--- src/rtl/uart_cmd_pkg.sv ---
// uart_cmd_pkg: shared state encoding, ASCII constants and error codes
// for the UART command-line parser.
package uart_cmd_pkg;

   typedef enum logic [1:0] {
      IDLE    = 2'd0,
      ARG     = 2'd1,
      DISCARD = 2'd2,
      EXEC    = 2'd3
   } state_t;

   localparam logic [7:0] ASCII_CR  = 8'h0D;
   localparam logic [7:0] ASCII_LF  = 8'h0A;
   localparam logic [7:0] ASCII_0   = 8'h30;
   localparam logic [7:0] ASCII_9   = 8'h39;
   localparam logic [7:0] ASCII_A   = 8'h41;
   localparam logic [7:0] ASCII_Z   = 8'h5A;
   localparam logic [7:0] ASCII_LA  = 8'h61;
   localparam logic [7:0] ASCII_LZ  = 8'h7A;

   localparam logic [1:0] ERR_BADCHAR = 2'd0;
   localparam logic [1:0] ERR_OVF     = 2'd1;
   localparam logic [1:0] ERR_TMO     = 2'd2;

   // Lower-case letters map onto upper case; every other byte is unchanged.
   function automatic logic [7:0] fold_case(input logic [7:0] b);
      if (b >= ASCII_LA && b <= ASCII_LZ) return b - 8'h20;
      return b;
   endfunction

endpackage

--- src/rtl/uart_cmd_dec_acc.sv ---
// uart_cmd_dec_acc: decimal argument accumulator (value = value*10 + digit).
// Overflow is sticky until clr; once set, the value stops updating so it is
// never presented wrapped.
module uart_cmd_dec_acc
   import uart_cmd_pkg::*;
#(
   parameter int unsigned ARG_W      = 16,
   parameter int unsigned MAX_DIGITS = 5
) (
   input  logic             clk,
   input  logic             rst,
   input  logic             clr,
   input  logic             en,
   input  logic [3:0]       digit,
   output logic [ARG_W-1:0] value,
   output logic             ovf
);

   localparam int unsigned NDIG_W = $clog2(MAX_DIGITS + 2);
   localparam logic [ARG_W+3:0] MAX_ARG = {4'b0000, {ARG_W{1'b1}}};

   logic [ARG_W-1:0]  r_value;
   logic              r_ovf;
   logic [NDIG_W-1:0] r_ndig;
   logic [ARG_W+3:0]  w_mac;
   logic [NDIG_W-1:0] w_ndig_next;
   logic              w_over;

   // Wide multiply-accumulate, range-checked before truncation.
   always_comb begin
      w_mac       = ({4'b0000, r_value} << 3) + ({4'b0000, r_value} << 1)
                  + {{ARG_W{1'b0}}, digit};
      w_ndig_next = r_ndig + NDIG_W'(1);
      w_over      = (w_mac > MAX_ARG) || (w_ndig_next > NDIG_W'(MAX_DIGITS));
   end

   // Accumulator, digit count and sticky overflow flag.
   always_ff @(posedge clk or negedge rst) begin
      if (!rst) begin
         r_value <= '0;
         r_ovf   <= 1'b0;
         r_ndig  <= '0;
      end else if (clr) begin
         r_value <= '0;
         r_ovf   <= 1'b0;
         r_ndig  <= '0;
      end else if (en && !r_ovf) begin
         if (w_over) begin
            r_ovf <= 1'b1;
         end else begin
            r_value <= w_mac[ARG_W-1:0];
            r_ndig  <= w_ndig_next;
         end
      end
   end

   assign value = r_value;
   assign ovf   = r_ovf;

endmodule

--- src/rtl/uart_cmd_parser.sv ---
// uart_cmd_parser: parses "<letter>[digits]<CR|LF>" lines popped from a
// show-ahead RX FIFO into one command (code + decimal argument) or an error.
// Optional inter-byte timeout enabled by defining CMD_TIMEOUT_EN.
module uart_cmd_parser
   import uart_cmd_pkg::*;
#(
   parameter int unsigned ARG_W       = 16,
   parameter int unsigned MAX_DIGITS  = 5
`ifdef CMD_TIMEOUT_EN
   ,
   parameter int unsigned TIMEOUT_CYC = 1_000_000
`endif
) (
   input  logic             clk,
   input  logic             rst,
   input  logic             fifo_empty,
   input  logic [7:0]       fifo_data,
   output logic             fifo_pop,
   output logic             cmd_valid,
   output logic [7:0]       cmd_code,
   output logic [ARG_W-1:0] cmd_arg,
   output logic             cmd_has_arg,
   output logic             cmd_err,
   output logic [1:0]       err_code
);

   state_t           r_state, w_state_next;
   logic [7:0]       r_letter;
   logic             r_has_digit;
   logic [7:0]       r_cmd_code;
   logic [ARG_W-1:0] r_cmd_arg;
   logic             r_cmd_has_arg;
   logic             r_cmd_err;
   logic [1:0]       r_err_code;

   logic [7:0]       w_byte;
   logic             w_is_letter, w_is_digit, w_is_term;
   logic             w_pop, w_tmo;
   logic             w_acc_clr, w_acc_en, w_latch;
   logic             w_err;
   logic [1:0]       w_err_code;
   logic [ARG_W-1:0] w_acc_value;
   logic             w_acc_ovf;

   assign w_byte      = fold_case(fifo_data);
   assign w_is_letter = (w_byte >= ASCII_A) && (w_byte <= ASCII_Z);
   assign w_is_digit  = (w_byte >= ASCII_0) && (w_byte <= ASCII_9);
   assign w_is_term   = (w_byte == ASCII_CR) || (w_byte == ASCII_LF);
   // Gated by rst so the pop output also reads 0 while reset is held.
   assign w_pop       = rst && !fifo_empty && (r_state != EXEC);

   uart_cmd_dec_acc #(
      .ARG_W      (ARG_W),
      .MAX_DIGITS (MAX_DIGITS)
   ) u_acc (
      .clk   (clk),
      .rst   (rst),
      .clr   (w_acc_clr),
      .en    (w_acc_en),
      .digit (w_byte[3:0]),
      .value (w_acc_value),
      .ovf   (w_acc_ovf)
   );

`ifdef CMD_TIMEOUT_EN
   localparam int unsigned TMO_W = $clog2(TIMEOUT_CYC + 1);
   logic [TMO_W-1:0] r_tmo_cnt;
   logic             w_in_line;

   assign w_in_line = (r_state == ARG) || (r_state == DISCARD);
   assign w_tmo     = w_in_line && (r_tmo_cnt == TMO_W'(TIMEOUT_CYC - 1));

   // Inter-byte idle counter; restarts on every pop and outside a line.
   always_ff @(posedge clk or negedge rst) begin
      if (!rst)                     r_tmo_cnt <= '0;
      else if (w_pop || !w_in_line) r_tmo_cnt <= '0;
      else                          r_tmo_cnt <= r_tmo_cnt + TMO_W'(1);
   end
`else
   assign w_tmo = 1'b0;
`endif

   // State register.
   always_ff @(posedge clk or negedge rst) begin
      if (!rst) r_state <= IDLE;
      else      r_state <= w_state_next;
   end

   // Next-state decode; a popped byte always takes priority over a timeout.
   always_comb begin
      w_state_next = r_state;
      w_acc_clr    = 1'b0;
      w_acc_en     = 1'b0;
      w_latch      = 1'b0;
      w_err        = 1'b0;
      w_err_code   = ERR_BADCHAR;
      unique case (r_state)
         IDLE: begin
            if (w_pop) begin
               if (w_is_letter) begin
                  w_latch      = 1'b1;
                  w_acc_clr    = 1'b1;
                  w_state_next = ARG;
               end else if (!w_is_term) begin
                  w_state_next = DISCARD;
               end
            end
         end
         ARG: begin
            if (w_pop) begin
               if (w_is_digit) begin
                  w_acc_en = 1'b1;
               end else if (w_is_term) begin
                  if (w_acc_ovf) begin
                     w_err        = 1'b1;
                     w_err_code   = ERR_OVF;
                     w_state_next = IDLE;
                  end else begin
                     w_state_next = EXEC;
                  end
               end else begin
                  w_state_next = DISCARD;
               end
            end else if (w_tmo) begin
               w_err        = 1'b1;
               w_err_code   = ERR_TMO;
               w_state_next = IDLE;
            end
         end
         DISCARD: begin
            if (w_pop) begin
               if (w_is_term) begin
                  w_err        = 1'b1;
                  w_err_code   = ERR_BADCHAR;
                  w_state_next = IDLE;
               end
            end else if (w_tmo) begin
               w_err        = 1'b1;
               w_err_code   = ERR_TMO;
               w_state_next = IDLE;
            end
         end
         EXEC: w_state_next = IDLE;
         default: w_state_next = IDLE;
      endcase
   end

   // Line context plus held result/error registers, loaded on entry to EXEC
   // so they change in the same cycle cmd_valid rises.
   always_ff @(posedge clk or negedge rst) begin
      if (!rst) begin
         r_letter      <= '0;
         r_has_digit   <= 1'b0;
         r_cmd_code    <= '0;
         r_cmd_arg     <= '0;
         r_cmd_has_arg <= 1'b0;
         r_cmd_err     <= 1'b0;
         r_err_code    <= '0;
      end else begin
         if (w_latch) begin
            r_letter    <= w_byte;
            r_has_digit <= 1'b0;
         end else if (w_acc_en) begin
            r_has_digit <= 1'b1;
         end
         if (w_state_next == EXEC) begin
            r_cmd_code    <= r_letter;
            r_cmd_arg     <= w_acc_value;
            r_cmd_has_arg <= r_has_digit;
         end
         r_cmd_err <= w_err;
         if (w_err) r_err_code <= w_err_code;
      end
   end

   // Output decode.
   always_comb begin
      fifo_pop    = w_pop;
      cmd_valid   = (r_state == EXEC);
      cmd_code    = r_cmd_code;
      cmd_arg     = r_cmd_arg;
      cmd_has_arg = r_cmd_has_arg;
      cmd_err     = r_cmd_err;
      err_code    = r_err_code;
   end

endmodule

--- config.mk ---
export PLATFORM = sky130hd
export DESIGN_NAME = uart_cmd_parser
export DESIGN_NICKNAME = d
export VERILOG_FILES = /design/src/rtl/uart_cmd_pkg.sv /design/src/rtl/uart_cmd_dec_acc.sv /design/src/rtl/uart_cmd_parser.sv
export SDC_FILE = /design/constraint.sdc
export NUM_CORES = 1
export LEC_CHECK = 0
export ABC_AREA = 1
export CELL_PAD_IN_SITES_DETAIL_PLACEMENT = 0
export CELL_PAD_IN_SITES_GLOBAL_PLACEMENT = 2
export CORE_ASPECT_RATIO = 1.4
export CORE_MARGIN = 4
export CORE_UTILIZATION = 37
export CTS_BUF_LIST = sky130_fd_sc_hd__clkbuf_16
export DETAILED_ROUTE_END_ITERATION = 6
export PLACE_DENSITY_LB_ADDON = 0.1
export SLEW_MARGIN = 10
export SYNTH_ARGS = -nofsm -noshare
export SYNTH_HDL_FRONTEND = slang
export SYNTH_SLANG_ARGS = --single-unit
--- constraint.sdc ---
create_clock -name clk -period 4.48 [get_ports clk]
set_input_delay 0.672 -clock clk [delete_from_list [all_inputs] [get_ports clk]]
set_output_delay 0.672 -clock clk [all_outputs]
set_load 0.01 [all_outputs]
**Word level (Yosys, flattened, before mapping)**

Index checks and enable logic that the tools add are counted.

- Register bits: 59
- Latch bits: 0
- Bits in writable memories: 0
- Bits in read-only memories: 0
- Input port bits: 11
- Memories: 0

- $add $sub $neg: 4
- $mul: 0
- Div/mod/pow operators: 0
- Magnitude comparators: 8
- Equal/unequal tests: 8
- Shifts and indexed selects: 0
- Multiplexer cells: 42
- Bitwise logic cells: 0
- Reductions and logical operators: 16

Operator list:

| operator | number |
|---|---|
| $mux 16 | 3 |
| $mux 2 | 11 |
| $mux 1 | 21 |
| $add 19x17->20 | 1 |
| $add 20x4->20 | 1 |
| $gt 20x16->1 const B | 1 |
| $eq 8x4->1 const B | 2 |
| $ge 8x7->1 const B | 2 |
| $le 8x7->1 const B | 2 |
| $mux 8 | 2 |
| $mux 3 | 3 |
| $ge 8x6->1 const B | 1 |
| $le 8x6->1 const B | 1 |
| $pmux 2 s4 | 1 |
| $sub 8x6->8 const B | 1 |
| $eq 2x2->1 const B | 3 |
| $logic_and 1x1->1 | 6 |
| $reduce_bool 2->1 | 3 |
| $reduce_and 2->1 | 2 |
| $add 3x1->3 const B | 1 |
| $gt 3x3->1 const B | 1 |
| $eq 2x1->1 const B | 1 |
| $logic_not 1->1 | 2 |
| $logic_not 2->1 | 1 |
| 4 further kinds | 5 |

**Longest topological paths before layout**

Gate-level depths: netlist of the first run.

- Depth in word-level cells: 12
- Mapped depth: 19
- Mapped depth without buffers: 18

**Modules after synthesis**

From an unflattened synthesis of the first run, not the netlist that was laid out.

- Cells, all modules: 591
- Area, all modules: 4276.6 µm²

By module, submodules not included:

| module | instances | cells each | area an instance (µm²) | seq. area each (µm²) |
|---|---|---|---|---|
| uart_cmd_dec_acc | 1 | 346 | 2347.3 | 500.5 |
| uart_cmd_parser | 1 | 245 | 1929.4 | 950.9 |

**Worst setup path before layout of the first run**

Ideal clock, no wire load.

- Path kind: input-to-reg
- Start: input port fifo_data[3]
- End: register u_acc.r_value[6], in the netlist u_acc.value[6]
- Library setup time: 0.118 ns
- Data arrival time: 3.036 ns
- Data required time: 4.362 ns
- Slack: 1.326 ns
- Stages: 16
- Cells stage by stage: inv_1 -> fa_1 -> fa_1 -> o21ai_1 -> a21oi_2 -> inv_1 -> nand3_1 -> nand2_1 -> nand2_1 -> nand2_1 -> nand2_1 -> nor2_1 -> nand3_2 -> buf_2 -> nand3_1 -> nand2_1

- Longest elaborated chain between the ends: 12
- Elaborated cells on any way between the ends: 29
- Those cells by class: 2 x add/sub; 7 x order compare; 1 x eq/ne; 12 x mux; 7 x reduce/logical

RTL lines:

| element | line | text |
|---|---|---|
| from (decl) | uart_cmd_parser.sv:17 | `input logic [7:0] fifo_data,` |
| $ge 8x7->1 / $le 8x7->1 (equally long branches) | uart_cmd_pkg.sv:27 | `if (b >= ASCII_LA && b <= ASCII_LZ) return b - 8'h20;` |
| $logic_and 1x1->1 | uart_cmd_pkg.sv:27 |  |
| $mux 1 | uart_cmd_pkg.sv:27 |  |
| $mux 8 (*) | uart_cmd_pkg.sv:28 | `return b;` |
| branches (longest 8 deep; another with $add 20x4->20) | - |  |
| to (signal assigned) | uart_cmd_dec_acc.sv:51 | `r_value <= w_mac[ARG_W-1:0];` |
| to (decl) | uart_cmd_dec_acc.sv:22 | `logic [ARG_W-1:0] r_value;` |

Every way passes the cells marked *. The select of a mux whose other input is x is not followed.
A chain may end at the register's enable or synchronous reset.

**Worst setup path in the final report of the first run**

- Start: input port fifo_data[3]
- End: register u_acc.r_value[5], in the netlist u_acc.value[5]

The elaborated chain is that of the path after synthesis.

==> results of run 1 <==
[cell type report]
class	count	area, sq um
Fill cell	1035	5426
Timing Repair Buffer	43	415.4
Clock buffer	9	225.2
Tap cell	135	168.9
Sequential cell	58	1451
Inverter	39	146.4
Clock inverter	7	28.78
Multi-Input combinational cell	341	2037
[cells by family (layout without fill, tap and decap cells)]
logic type | after synthesis | in the layout | synth area share
mux | 2 | 2 | 0.006026
simple gates | 240 | 240 | 0.2986
fa+ha+maj | 40 | 40 | 0.1379
xor+xnor | 14 | 14 | 0.03281
other cells | 1 | 1 | 0.001003
flops | 58 | 58 | 0.3883
compound gates | 44 | 44 | 0.06864
buf+inv | 54 | 98 | 0.06662
[report_power, final]
group | switching [mW] | total (mW) | internal (mW)
clock network | 0.222 | 0.583 | 0.361
registers | 0.0537 | 0.651 | 0.598
logic | 0.323 | 0.499 | 0.176
total | 0.599 | 1.73 | 1.13
[state kept, by name, summed over array words and instances, names as in the netlist]
name and flops:
r_state 2, u_acc.value 16, err_code 1, cmd_err 1
cmd_arg 16, r_letter 8, u_acc.r_ndig 3, u_acc.ovf 1
r_has_digit 1, cmd_code 8, cmd_has_arg 1
[Yosys cell counts, types with 3 or more instances]
cell type / number
o21ai_0: 12
nand3b_1: 5
inv_2: 3
xor2_1: 8
xnor2_1: 6
a21oi_1: 18
nand3_2: 3
buf_6: 4
nand2_1: 105
ha_1: 38
inv_1: 35
o21ai_1: 4
buf_2: 7
nand3_1: 77
nand2_2: 24
nor2_1: 21
dfrtp_1: 58
[worst reg2reg max path, stage by stage, from the launching register on]
cell	delay [ns]
dfrtp_1	0.43
inv_1	0.08
fa_1	0.49
fa_1	0.47
o21ai_1	0.27
a21oi_2	0.14
inv_1	0.07
nand3_1	0.10
nand2_1	0.11
nand2_1	0.05
nand2_1	0.06
nand2_1	0.05
nor2_1	0.16
nand3_2	0.37
nand3_1	0.19
nand2_1	0.07
[worst min-delay path by stage]
stage                     slack (ns)                      end  cells after the start
after global routing            0.50  r_letter[7]$_DFFE_PN0P_                      2
after floorplan                 0.38   cmd_arg[0]$_DFFE_PN0N_                      0
after CTS                       0.47  r_letter[7]$_DFFE_PN0P_                      2
after detailed placement        0.45  r_letter[6]$_DFFE_PN0P_                      2
final                           0.46  r_letter[7]$_DFFE_PN0P_                      2
after global placement          0.45  r_letter[7]$_DFFE_PN0P_                      2
[metal layers]
metal	up-vias	routed length [um]	GRT usage
met3	7	220	0.03559
met1	1478	4203	0.2062
met5	-	0	0
met2	35	4902	0.2995
met4	0	135	0.05608
li1	1578	-	-
==> results.yml, run 1 <==
sta:
  max_freq_mhz: 263.8
  hold_violations: 0
  fin_ws_ns: 0.6895
  post-route-period-util: 0.8461
  max_slew_margin: 0.5024
  holdWs_ns: 0.4641
  min_period_ns: 3.791
  setup_viol: 0
  fin_skew_ns: 0.004486
  final.setup.tns_ns: 0
  maxSlewViolCount: 0
  grt_setup_unrepaired: "no"
  tightest_slew_ns: 0.7464
final_layout:
  final_cells: 632
  final_util: 0.4518
  layout_commonest_cell: "nand2_1"
  drive_gt1_frac: 0.1066
  final_nets: 543
  final_cell_mix: "105 x nand2_1, 77 x nand3_1, 58 x dfrtp_1, 38 x ha_1, 38 x clkdlybuf4s50_1"
  n_antenna_cell: 0
  final_cell_area_sq_um: 4473
  area_growth_syn_to_layout_pct: 19.69
setup_path:
  cp.arrival_ns: 4.00
  worstPathMaxFanout: 19
  crit_type: "input port to register"
  cp_num_buf_inv: 3
  r2r-end: "u_acc.value[5]$_DFFE_PN0P_"
  critPathMostFrequentCell: "nand2_1"
  critPathCapture: "u_acc.value[5]$_DFFE_PN0P_"
  rr_worst_depth: 15
  crit_start: "fifo_data[3]"
  slowest_stage: "clkdlybuf4s50_1"
  cp.depth: 16
  cp_cell_sequence: "clkdlybuf4s50_1 -> inv_1 -> fa_1 -> fa_1 -> o21ai_1 -> a21oi_2 -> inv_1 -> nand3_1 -> nand2_1 -> nand2_1 -> nand2_1 -> nand2_1 -> nor2_1 -> nand3_2 -> nand3_1 -> nand2_1"
  cp_top_family: "simple AND/OR/NAND/NOR gates"
  r2r-start: "u_acc.value[2]$_DFFE_PN0P_"
  end_kind: "register"
  cp.required_ns: 4.69
  reg2reg_slack_ns: 1.25
  startpoint_type: "input port"
  slowest_delay_ns: 0.56
yosys:
  ys.flop_type: "dfrtp_1"
  syn_nets: 504
  async_flop_share: 1.000
  synth_edf_count: 0
  avgSynthCellArea_sq_um: 8.250
  synth-seq-area-share: 0.3883
  synthCells: 453
  synth_cell_types: 38
  yosysTopAreaCell: "dfrtp_1"
  synth_top_area_frac: 0.3883
  ys_ff_latch: 58
  synth_area_sq_um: 3737
  ys_warn_count: 0
  synth_area_leaders: "dfrtp_1 39%, ha_1 13%, nand2_1 11%, nand3_1 10%, nand2_2 4.0%"
global_routing:
  grt_remaining_overflow: 0
  grt_antenna_before_repair: 0
  grt_first_pass_wirelength_um: 15810
  grt_pass1_vias: 3133
  grt_max_degree: 59
  grtUsageTotal: 0.1705
min_path:
  hp-class: "register to register"
  min_from: "r_letter[7]$_DFFE_PN0P_"
floorplanning:
  die_height_um: 126.9
  ioPinCount: 41
  chipWidth_um: 92.94
  fp-row-count: 43
  die-area_sq_um: 11800
  start_util: 0.3775
  core_sq_um: 9899
place:
  dp.cells: 616
  placed_area_sq_um: 4219
  routabilityCongestion: 0.8110
  post-dp-hpwl_um: 7073
  preCtsSetupSlack_ns: 0.3584
  port_buffers: 39
cts:
  cts_buffer_depth: 2
  cts_sinks: 58
  ctsHoldBuffers: 0
  htree_levels: 3
  clk_pin_slew_ns: 0.05
  post_cts_resized: 0
  root_buffer: "clkbuf_16"
  cts-buffers-inserted: 9
  tritoncts: "done"
  cts_setup_buffers: 0
  worstSkewPairLatency_ns: 0.32
drt:
  drc: 0
  vias: 3098
  finalWirelength_um: 9460
  firstDrtPassIters: 6
  wl_per_cell_um: 14.97
  drtIter0Drc: 109
  vias_per_cell: 4.902
  ant_nets: 0
pwr:
  irDropWorstVdd_mv: 0.1473
  power_density_nw_per_um2: 387.5
  p_leak_nw: 2.412
  finalPower_mw: 1.733
outcome:
  outcome: "completed"
run:
  drv_cap: 0
Power figures use the tool's default switching activity.
==> run 2, diff against run 1 <==
- CORE_UTILIZATION: 37 -> 31
- clock period: 4.48 -> 3.3 ns (I/O delays scaled with it)
==> run 2 against run 1 <==
  * Die area grew 18%
  * Sequential power increased by 36%
  * Count of clock-buffer cells in the layout is the same
  * Largest power group is now the clock network
  * Largest cell class unchanged
==> results.yml, run 2 (same netlist as run 1, synthesis figures left out) <==
cts:
  cts_sinks: 58
  cts-buffers-inserted: 9
  cts_buffer_depth: 2
  tritoncts: "done"
  worstSkewPairLatency_ns: 0.32
  clk_pin_slew_ns: 0.05
  ctsHoldBuffers: 0
  root_buffer: "clkbuf_16"
  htree_levels: 3
final_layout:
  final_util: 0.4008
  final_cell_mix: "105 x nand2_1, 77 x nand3_1, 58 x dfrtp_1, 38 x ha_1, 38 x clkdlybuf4s50_1"
  layout_commonest_cell: "nand2_1"
  final_nets: 563
  final_cell_area_sq_um: 4737
  n_antenna_cell: 0
  area_growth_syn_to_layout_pct: 26.75
  drive_gt1_frac: 0.1547
place:
  port_buffers: 39
  routabilityCongestion: 0.7576
  post-dp-hpwl_um: 7475
  preCtsSetupSlack_ns: -0.3267
  placed_area_sq_um: 4427
setup_path:
  critPathMostFrequentCell: "nand2_1"
  startpoint_type: "input port"
  slowest_delay_ns: 0.55
  crit_type: "input port to register"
  cp.required_ns: 3.56
  cp_num_buf_inv: 5
  cp.arrival_ns: 3.30
  end_kind: "register"
  worstPathMaxFanout: 19
  cp_cell_sequence: "clkdlybuf4s50_1 -> inv_1 -> fa_1 -> inv_1 -> ha_1 -> nand3_1 -> nand2_1 -> a21oi_2 -> o21a_1 -> nor2_1 -> nand2_1 -> nand3_1 -> nor2_2 -> nand2_1 -> inv_2 -> buf_12 -> nand3_1 -> nand2_1"
  cp_top_family: "adder cells"
  slowest_stage: "fa_1"
sta:
  setup_viol: 0
  grt_setup_unrepaired: "no"
  post-route-period-util: 0.9222
  maxSlewViolCount: 0
  min_period_ns: 3.043
  max_freq_mhz: 328.6
  fin_skew_ns: 0.006912
  fin_ws_ns: 0.2567
  tightest_slew_ns: 0.7598
  max_slew_margin: 0.4934
  hold_violations: 0
global_routing:
  grtUsageTotal: 0.1501
  grt_remaining_overflow: 0
  grt_pass1_vias: 3245
  grt_max_degree: 59
  grt_antenna_before_repair: 0
  grt_first_pass_wirelength_um: 16390
floorplanning:
  die_height_um: 137.9
  start_util: 0.3162
  fp-row-count: 47
  die-area_sq_um: 13900
  core_sq_um: 11820
  ioPinCount: 41
  chipWidth_um: 100.8
drt:
  vias_per_cell: 4.816
  finalWirelength_um: 9849
  ant_nets: 0
  drtIter0Drc: 145
  firstDrtPassIters: 5
  vias: 3198
  drc: 0
  wl_per_cell_um: 14.83
pwr:
  combinationalPowerShare: 0.293
  netSwitchingFraction: 0.3360
  power_density_nw_per_um2: 530.1
  clkPwrFrac: 0.354
  p_int_mw: 1.667
  finalPower_mw: 2.511
  p_seq_frac: 0.353
  irDropWorstVdd_mv: 0.2548
  p_leak_nw: 2.542
  p_switching_mw: 0.8438
outcome:
  outcome: "completed"
run:
  drv_cap: 0
min_path:
  hp-class: "input port to asynchronous set/reset pin"
[run 2: cell count changes in the layout (fill, tap and decap cells not counted), moves of 2 or more]
cell / change
buf_12: +4
buf_4: +16
o21ai_2: +2
clkinvlp_4: +2
[run 2: worst paths after layout]
path	from	slack, ns	endpoint	cells past startpoint
max	fifo_data[3]	0.26	u_acc.value[8]$_DFFE_PN0P_	18
min	rst	0.34	r_state[1]$_DFF_PN0_	2
max reg2reg	u_acc.value[6]$_DFFE_PN0P_	0.40	u_acc.value[8]$_DFFE_PN0P_	15
min reg2reg	r_letter[5]$_DFFE_PN0P_	0.47	r_letter[5]$_DFFE_PN0P_	2
max in group asynchronous	rst	2.44	cmd_arg[8]$_DFFE_PN0N_	2
min in group clk	r_letter[5]$_DFFE_PN0P_	0.47	r_letter[5]$_DFFE_PN0P_	2
[run 2: final cells by class]
type | instances | area [sq um]
multi-input combinational | 341 | 2053
timing repair buffer | 63 | 615.6
sequential | 58 | 1451
clock inverter | 7 | 61.31
fill | 1240 | 7083
inverter | 39 | 146.4
clock buffer | 9 | 225.2
tap | 147 | 183.9
[run 2: metrics by stage]
stage / std cells / setup TNS [ns] / hold WS (ns)
detailed placement: 647 / -6.279 / 0.4610
global route: 664 / 0 / 0.4376
finish: 664 / 0 / 0.3422
CTS: 663 / 0 / 0.3934
global placement: 647 / -5.268 / 0.4494
floorplan: 453 / 0 / 0.1994
[run 2: routing by layer]
metal  up-vias  global-route usage  wire length (um)
met2        36              0.2692              5173
met1      1540              0.1868              4353
met5         -                   0                 0
met3         9             0.01963               219
li1       1613                   -                 -
met4         0             0.04270               103
[run 2: timing repair]
item	4_1_cts	5_1_grt
pin swaps	0	4
buffers inserted	0	1
endpoints found under the setup margin	2	20
gates resized for setup	1	5
[run 2: power groups by stage]
stage	logic [mW]	clock network [mW]	registers (mW)
floorplan	0.482	0	0.898
global placement	0.740	0	0.896
detailed placement	0.747	0	0.898
CTS	0.748	0.911	0.887
global route	0.822	0.942	0.901
finish	0.735	0.890	0.886
